==> config.mk <==
export PLATFORM = sky130hd
export DESIGN_NAME = n64_poll_sched
export DESIGN_NICKNAME = d
export VERILOG_FILES = /design/src/rtl/n64_poll_sched.sv
export SDC_FILE = /design/constraint.sdc
export NUM_CORES = 1
export LEC_CHECK = 0
export ABC_AREA = 1
export BUFFER_PORTS_ARGS = -buffer_cell sky130_fd_sc_hd__buf_2
export CAP_MARGIN = 15
export CORE_MARGIN = 2
export CORE_UTILIZATION = 35
export CTS_BUF_LIST = sky130_fd_sc_hd__clkbuf_8 sky130_fd_sc_hd__clkbuf_16
export CTS_CLUSTER_DIAMETER = 100
export DETAILED_ROUTE_END_ITERATION = 8
export PLACE_DENSITY = 0.65
export SYNTH_ARGS = -nofsm -noshare
export SYNTH_HDL_FRONTEND = slang
export SYNTH_SLANG_ARGS = --single-unit
==> constraint.sdc <==
create_clock -name clk -period 2.05 [get_ports clk]
set_input_delay 0.41 -clock clk [delete_from_list [all_inputs] [get_ports clk]]
set_output_delay 0.41 -clock clk [all_outputs]
set_load 0.005 [all_outputs]
==> src/rtl/n64_poll_sched.sv <==
// Periodic poll scheduler for the N64 controller reader: issues polls, tracks presence, publishes
// the latched controller word and press events. Define N64_DEBOUNCE_EN for two-capture agreement.
module n64_poll_sched #(
    parameter int unsigned POLL_CYCLES    = 66667,
    parameter int unsigned TIMEOUT_CYCLES = 2000,
    parameter int unsigned MAX_FAILS      = 3
) (
    input  logic        clk,
    input  logic        rst_n,
    output logic        poll_start,
    input  logic        rd_done,
    input  logic [31:0] rd_state,
    output logic [31:0] state_out,
    output logic        state_valid,
    output logic        ctrl_present,
    output logic [31:0] pressed,
    output logic [3:0]  fail_cnt
);

    localparam int unsigned CntW = $clog2(POLL_CYCLES);
    localparam int unsigned TmoW = $clog2(TIMEOUT_CYCLES + 1);

    typedef enum logic [2:0] {
        StIdle,
        StStart,
        StWait,
        StSuccess,
        StFail
    } state_e;

    state_e            state_q, state_d;
    logic [CntW-1:0]   cnt_q, cnt_d;
    logic              pending_q, pending_d;
    logic [TmoW-1:0]   tmo_q, tmo_d;
    logic [31:0]       cap_q, cap_d;
    logic [31:0]       state_out_q, state_out_d;
    logic              state_valid_q, state_valid_d;
    logic              present_q, present_d;
    logic [31:0]       pressed_q, pressed_d;
    logic [3:0]        fail_cnt_q, fail_cnt_d;
    logic              wrap;
    logic              upd;
    logic [3:0]        fail_inc;
`ifdef N64_DEBOUNCE_EN
    logic [31:0]       prev_q, prev_d;
    logic              prev_vld_q, prev_vld_d;
`endif

    always_comb begin
        state_d       = state_q;
        pending_d     = pending_q;
        tmo_d         = tmo_q;
        cap_d         = cap_q;
        state_out_d   = state_out_q;
        state_valid_d = state_valid_q;
        present_d     = present_q;
        pressed_d     = '0;
        fail_cnt_d    = fail_cnt_q;
        upd           = 1'b0;
        fail_inc      = (fail_cnt_q == 4'(MAX_FAILS)) ? fail_cnt_q : fail_cnt_q + 4'd1;
`ifdef N64_DEBOUNCE_EN
        prev_d        = prev_q;
        prev_vld_d    = prev_vld_q;
`endif

        wrap      = (cnt_q == CntW'(POLL_CYCLES - 1));
        cnt_d     = wrap ? '0 : cnt_q + CntW'(1);
        // A wrap while busy is held until the FSM returns to idle; only one poll is ever held.
        pending_d = pending_q | wrap;

        case (state_q)
            StIdle: begin
                if (pending_q || wrap) begin
                    state_d = StStart;
                end
            end
            StStart: begin
                pending_d = wrap;
                tmo_d     = TmoW'(TIMEOUT_CYCLES - 1);
                state_d   = StWait;
            end
            StWait: begin
                // rd_done takes priority over expiry in the same cycle.
                if (rd_done) begin
                    cap_d   = rd_state;
                    state_d = StSuccess;
                end else if (tmo_q == '0) begin
                    state_d = StFail;
                end else begin
                    tmo_d = tmo_q - TmoW'(1);
                end
            end
            StSuccess: begin
                fail_cnt_d = '0;
                present_d  = 1'b1;
                state_d    = StIdle;
`ifdef N64_DEBOUNCE_EN
                upd        = prev_vld_q && (prev_q == cap_q);
                prev_d     = cap_q;
                prev_vld_d = 1'b1;
`else
                upd        = 1'b1;
`endif
                if (upd) begin
                    state_out_d   = cap_q;
                    state_valid_d = 1'b1;
                    pressed_d     = state_valid_q ? (cap_q & ~state_out_q) : '0;
                end
            end
            StFail: begin
                fail_cnt_d = fail_inc;
                state_d    = StIdle;
                if (fail_inc == 4'(MAX_FAILS)) begin
                    present_d     = 1'b0;
                    state_valid_d = 1'b0;
                    state_out_d   = '0;
`ifdef N64_DEBOUNCE_EN
                    prev_d        = '0;
                    prev_vld_d    = 1'b0;
`endif
                end
            end
            default: begin
                state_d = StIdle;
            end
        endcase
    end

    always_ff @(posedge clk) begin
        if (!rst_n) begin
            state_q       <= StIdle;
            cnt_q         <= '0;
            pending_q     <= 1'b0;
            tmo_q         <= '0;
            cap_q         <= '0;
            state_out_q   <= '0;
            state_valid_q <= 1'b0;
            present_q     <= 1'b0;
            pressed_q     <= '0;
            fail_cnt_q    <= '0;
`ifdef N64_DEBOUNCE_EN
            prev_q        <= '0;
            prev_vld_q    <= 1'b0;
`endif
        end else begin
            state_q       <= state_d;
            cnt_q         <= cnt_d;
            pending_q     <= pending_d;
            tmo_q         <= tmo_d;
            cap_q         <= cap_d;
            state_out_q   <= state_out_d;
            state_valid_q <= state_valid_d;
            present_q     <= present_d;
            pressed_q     <= pressed_d;
            fail_cnt_q    <= fail_cnt_d;
`ifdef N64_DEBOUNCE_EN
            prev_q        <= prev_d;
            prev_vld_q    <= prev_vld_d;
`endif
        end
    end

    assign poll_start   = (state_q == StStart);
    assign state_out    = state_out_q;
    assign state_valid  = state_valid_q;
    assign ctrl_present = present_q;
    assign pressed      = pressed_q;
    assign fail_cnt     = fail_cnt_q;

endmodule

==> metrics.md <==
| Metric | Value |
|---|---|
| Period utilization | `84.1%` |
| Max-Cap Viols | `0` |
| Top cell type's share of synthesized area | `between 50% and 60%` |
| Root buf cell | `clkbuf_16` |
| Fin nets | `780` |
| Post-synth EDFFs | `0` |
| Net count after synthesis | `674` |
| Sequential area share after synthesis | `51.7%` |
| Vias in the first global route | `4,197` |
| Gate Count Post-Synth | `635` |
| Top cells by area, synth | `dfxtp_1 52%, nand2_1 6.9%, nor2_1 6.6%` |
| Vias | `4,483` |
| Htree depth | `4` |
| Post-Route WL | `12.5 mm` |
| Starting utilization of the core area | `35.6%` |
| Critical path peak fanout | `19` |
| Top achievable clock speed | `580 MHz` |
| Placement Cell Area | `5850 um2` |
| CTS resizes | `0` |
| CP Launch Type | `register` |
| Clock share of power | `49.1%` |
| Largest net degree at the start of global routing | `34` |
| Dpl hpwl | `8.33 mm` |
| CTS Buf Count | `17` |
| Min cycle time layout | `approximately 1700 ps` |
| VDD IR max | `528 uV` |
| Worst-Margin Slew | `477 ps` |
| DRT Pass-1 Iters | `5` |
| Initial antenna violation count | `1` |
| Sequential Power Share | `41.8%` |
| Finish-stage setup viols | `0` |
| Synth Area in Simple Gates | `29.9%` |
| DRC | `0` |
| # fillers | `1,433` |
| R2R depth | `9` |
| Syn avg cell area | `8.11 um2` |
| Ys flop type | `dfxtp_1` |
| Clk sink count | `133` |
| Status | `finished clean` |
| Global placement routability congestion | `around 0.86` |
| Final Hold Violating Endpoints | `0` |
| Async S/R FF share, synth | `0%` |
| Clock latency on the worst-skew pair | `420 ps` |
| Vias per cell | `4.77` |
| WP data arrival | `2080 ps` |
| Area growth from synthesis to layout | `25.8%` |
| Netlist cell types | `29` |
| Adder and majority cell fraction of the synthesized area | `less than 1%` |
| Hold Crit Depth | `3` |
| Synth Area in Compound Gates | `10.2%` |
| Die area | `15,700 um2` |
| Ratio of cells with drive above 1 in the final layout | `24.0%` |
| Wire length per cell | `13.3 um` |
| Cell-internal power | `about 4.9 mW` |
| CTS tree | `built` |
| Synthesis-stage register bit count | `around 130` |
| Core area | `14,500 um2` |
| Switch share | `24.6%` |
| Starting DRT DRC Count | `257` |
| All-layer global routing usage | `16.3%` |
| Hold buffer count at CTS | `0` |
| Crit path kind | `reg -> reg` |
| # IOs | `106` |
| RSZ-0062 raised after global routing | `no` |
| Worst Skew | `6.05 ps` |
| Post-CTS setup buffers | `0` |
| Setup TNS | `0 ps` |
| Combinational power share | `9.2%` |
| First-pass GRT wire length | `20.5 mm` |
| Num rows | `44` |
| Pwr Density | `a little over 1000 nW/um2` |
| I/O Buffers | `105` |
| Net Switching | `1.62 mW` |
| Hold Path Class | `in -> reg` |
| Largest family of logic cells by synthesized area | `simple AND/OR/NAND/NOR gates` |
| XOR/XNOR Fraction of Synth Area | `1.19%` |
| Finished Cell Area | `6480 um2` |
| Synthesized area | `slightly above 5000 um2` |
| Worst-path clk slew | `60 ps` |
| Mux contribution to synthesized area | `0%` |
| Die W | `125 um` |
| Worst setup EP type | `register` |
| Commonest cells in the netlist | `133 x dfxtp_1, 95 x nand2_1, 90 x nor2_1, 63 x nand3_1, 58 x a21oi_1` |
| Clk buf depth | `2` |
| Cell with the most instances after synthesis | `dfxtp_1` |
| Final max-slew violation count | `0` |
| Die Y-Extent | `125 um` |
| P_leak | `between 2 and 3 nW` |
| Critical Path RT | `2400 ps` |
| Fin util | `approximately 45%` |
| Synthesis Warnings | `0` |
| Dominant cell type by area after synthesis | `dfxtp_1` |
| Remaining antenna violation count | `0` |
| Gr ovfl total | `0` |
| Slew headroom | `68.1%` |
[cells by family (layout without fill, tap and decap cells)]
logic type	after synthesis	count (layout)
other cells	0	1
simple gates	321	321
flops	133	133
fa+ha+maj	4	4
buf+inv	66	185
xor+xnor	7	7
compound gates	104	104
[path summary, 6_finish.rpt]
check / start / end / slack, ps
max: state_q[1] / cap_q[20] / 330
min: rd_state[15] / cap_q[15] / 250
max reg2reg: state_q[1] / cap_q[20] / 330
min reg2reg: state_out[5] / pressed[5] / 440
[sequential cells by signal (all words and copies together) (netlist names)]
| signal | count |
|---|---|
| ctrl_present | 1 |
| cnt_q | 17 |
| fail_cnt | 4 |
| state_q | 3 |
| cap_q | 32 |
| tmo_q | 11 |
| pressed | 32 |
| state_out | 32 |
| pending_q | 1 |
[worst max-delay path, cell delays in order, from the launching register on]
cell     delay, ps
dfxtp_1        340
inv_2           50
nor2_2         110
nand2_1        130
inv_2          170
nand2_2        250
inv_2          280
buf_4          190
nor2_1          40
nor2_1         100
[cells in the final DEF (no fill, tap or decap)]
cell type and instances:
dfxtp_1 133, buf_2 105, nand2_1 95, nor2_1 90, nand3_1 63, a21oi_1 58, o21ai_0 42, inv_1 31
nor3b_1 31, clkbuf_16 17, buf_4 11, nor3_1 8, nor2_2 8, nand2_2 7, xor2_1 7, inv_2 5
nand4_1 5, ha_1 4, inv_6 4, bufinv_16 4, nand2_4 3, or2_2 3, a31oi_1 3, nand3_2 2
nor2_4 2, or2_0 2, clkinv_4 2, clkinv_2 2, clkinvlp_4 2, buf_12 2, diode_2 1, nor3_4 1
nand3b_1 1, a21oi_2 1
[power groups by stage]
stage	sequential, mW	combinational (mW)	clock (mW)
after floorplan	2.78	0.469	0
after global placement	2.79	0.601	0
after detailed placement	2.80	0.602	0
after CTS	2.74	0.605	3.27
after global routing	2.75	0.696	3.40
final	2.74	0.601	3.22
[through the flow]
step                      setup WS (ps)  total power [mW]  std cells  hold WS (ps)
after floorplan                     527              3.25        635           430
after global placement              341              3.40        906           430
after detailed placement            346              3.40        906           431
after CTS                           331              6.62        938           241
after global routing                134              6.84        939           244
final                               327              6.56        939           249
[layout make-up]
class	instances	area [um2]	share of cell area, %
Antenna cell	1	2.50	0.0386
Clock buffer	17	425	6.56
Clock inverter	15	201	3.11
Inverter	35	131	2.03
Multi-Input combinational cell	436	2180	33.6
Sequential cell	133	2660	41.1
Tap cell	184	230	3.55
Timing Repair Buffer	118	648	10.0
[layer usage]
metal	global-route usage [%]	vias to the layer above	wire, um
met4	6.41	0	231
met5	0	-	0
li1	-	2312	-
met2	26.3	131	5720
met1	19.8	2017	5690
met3	5.86	23	808
(Power assumes the default switching activity.)
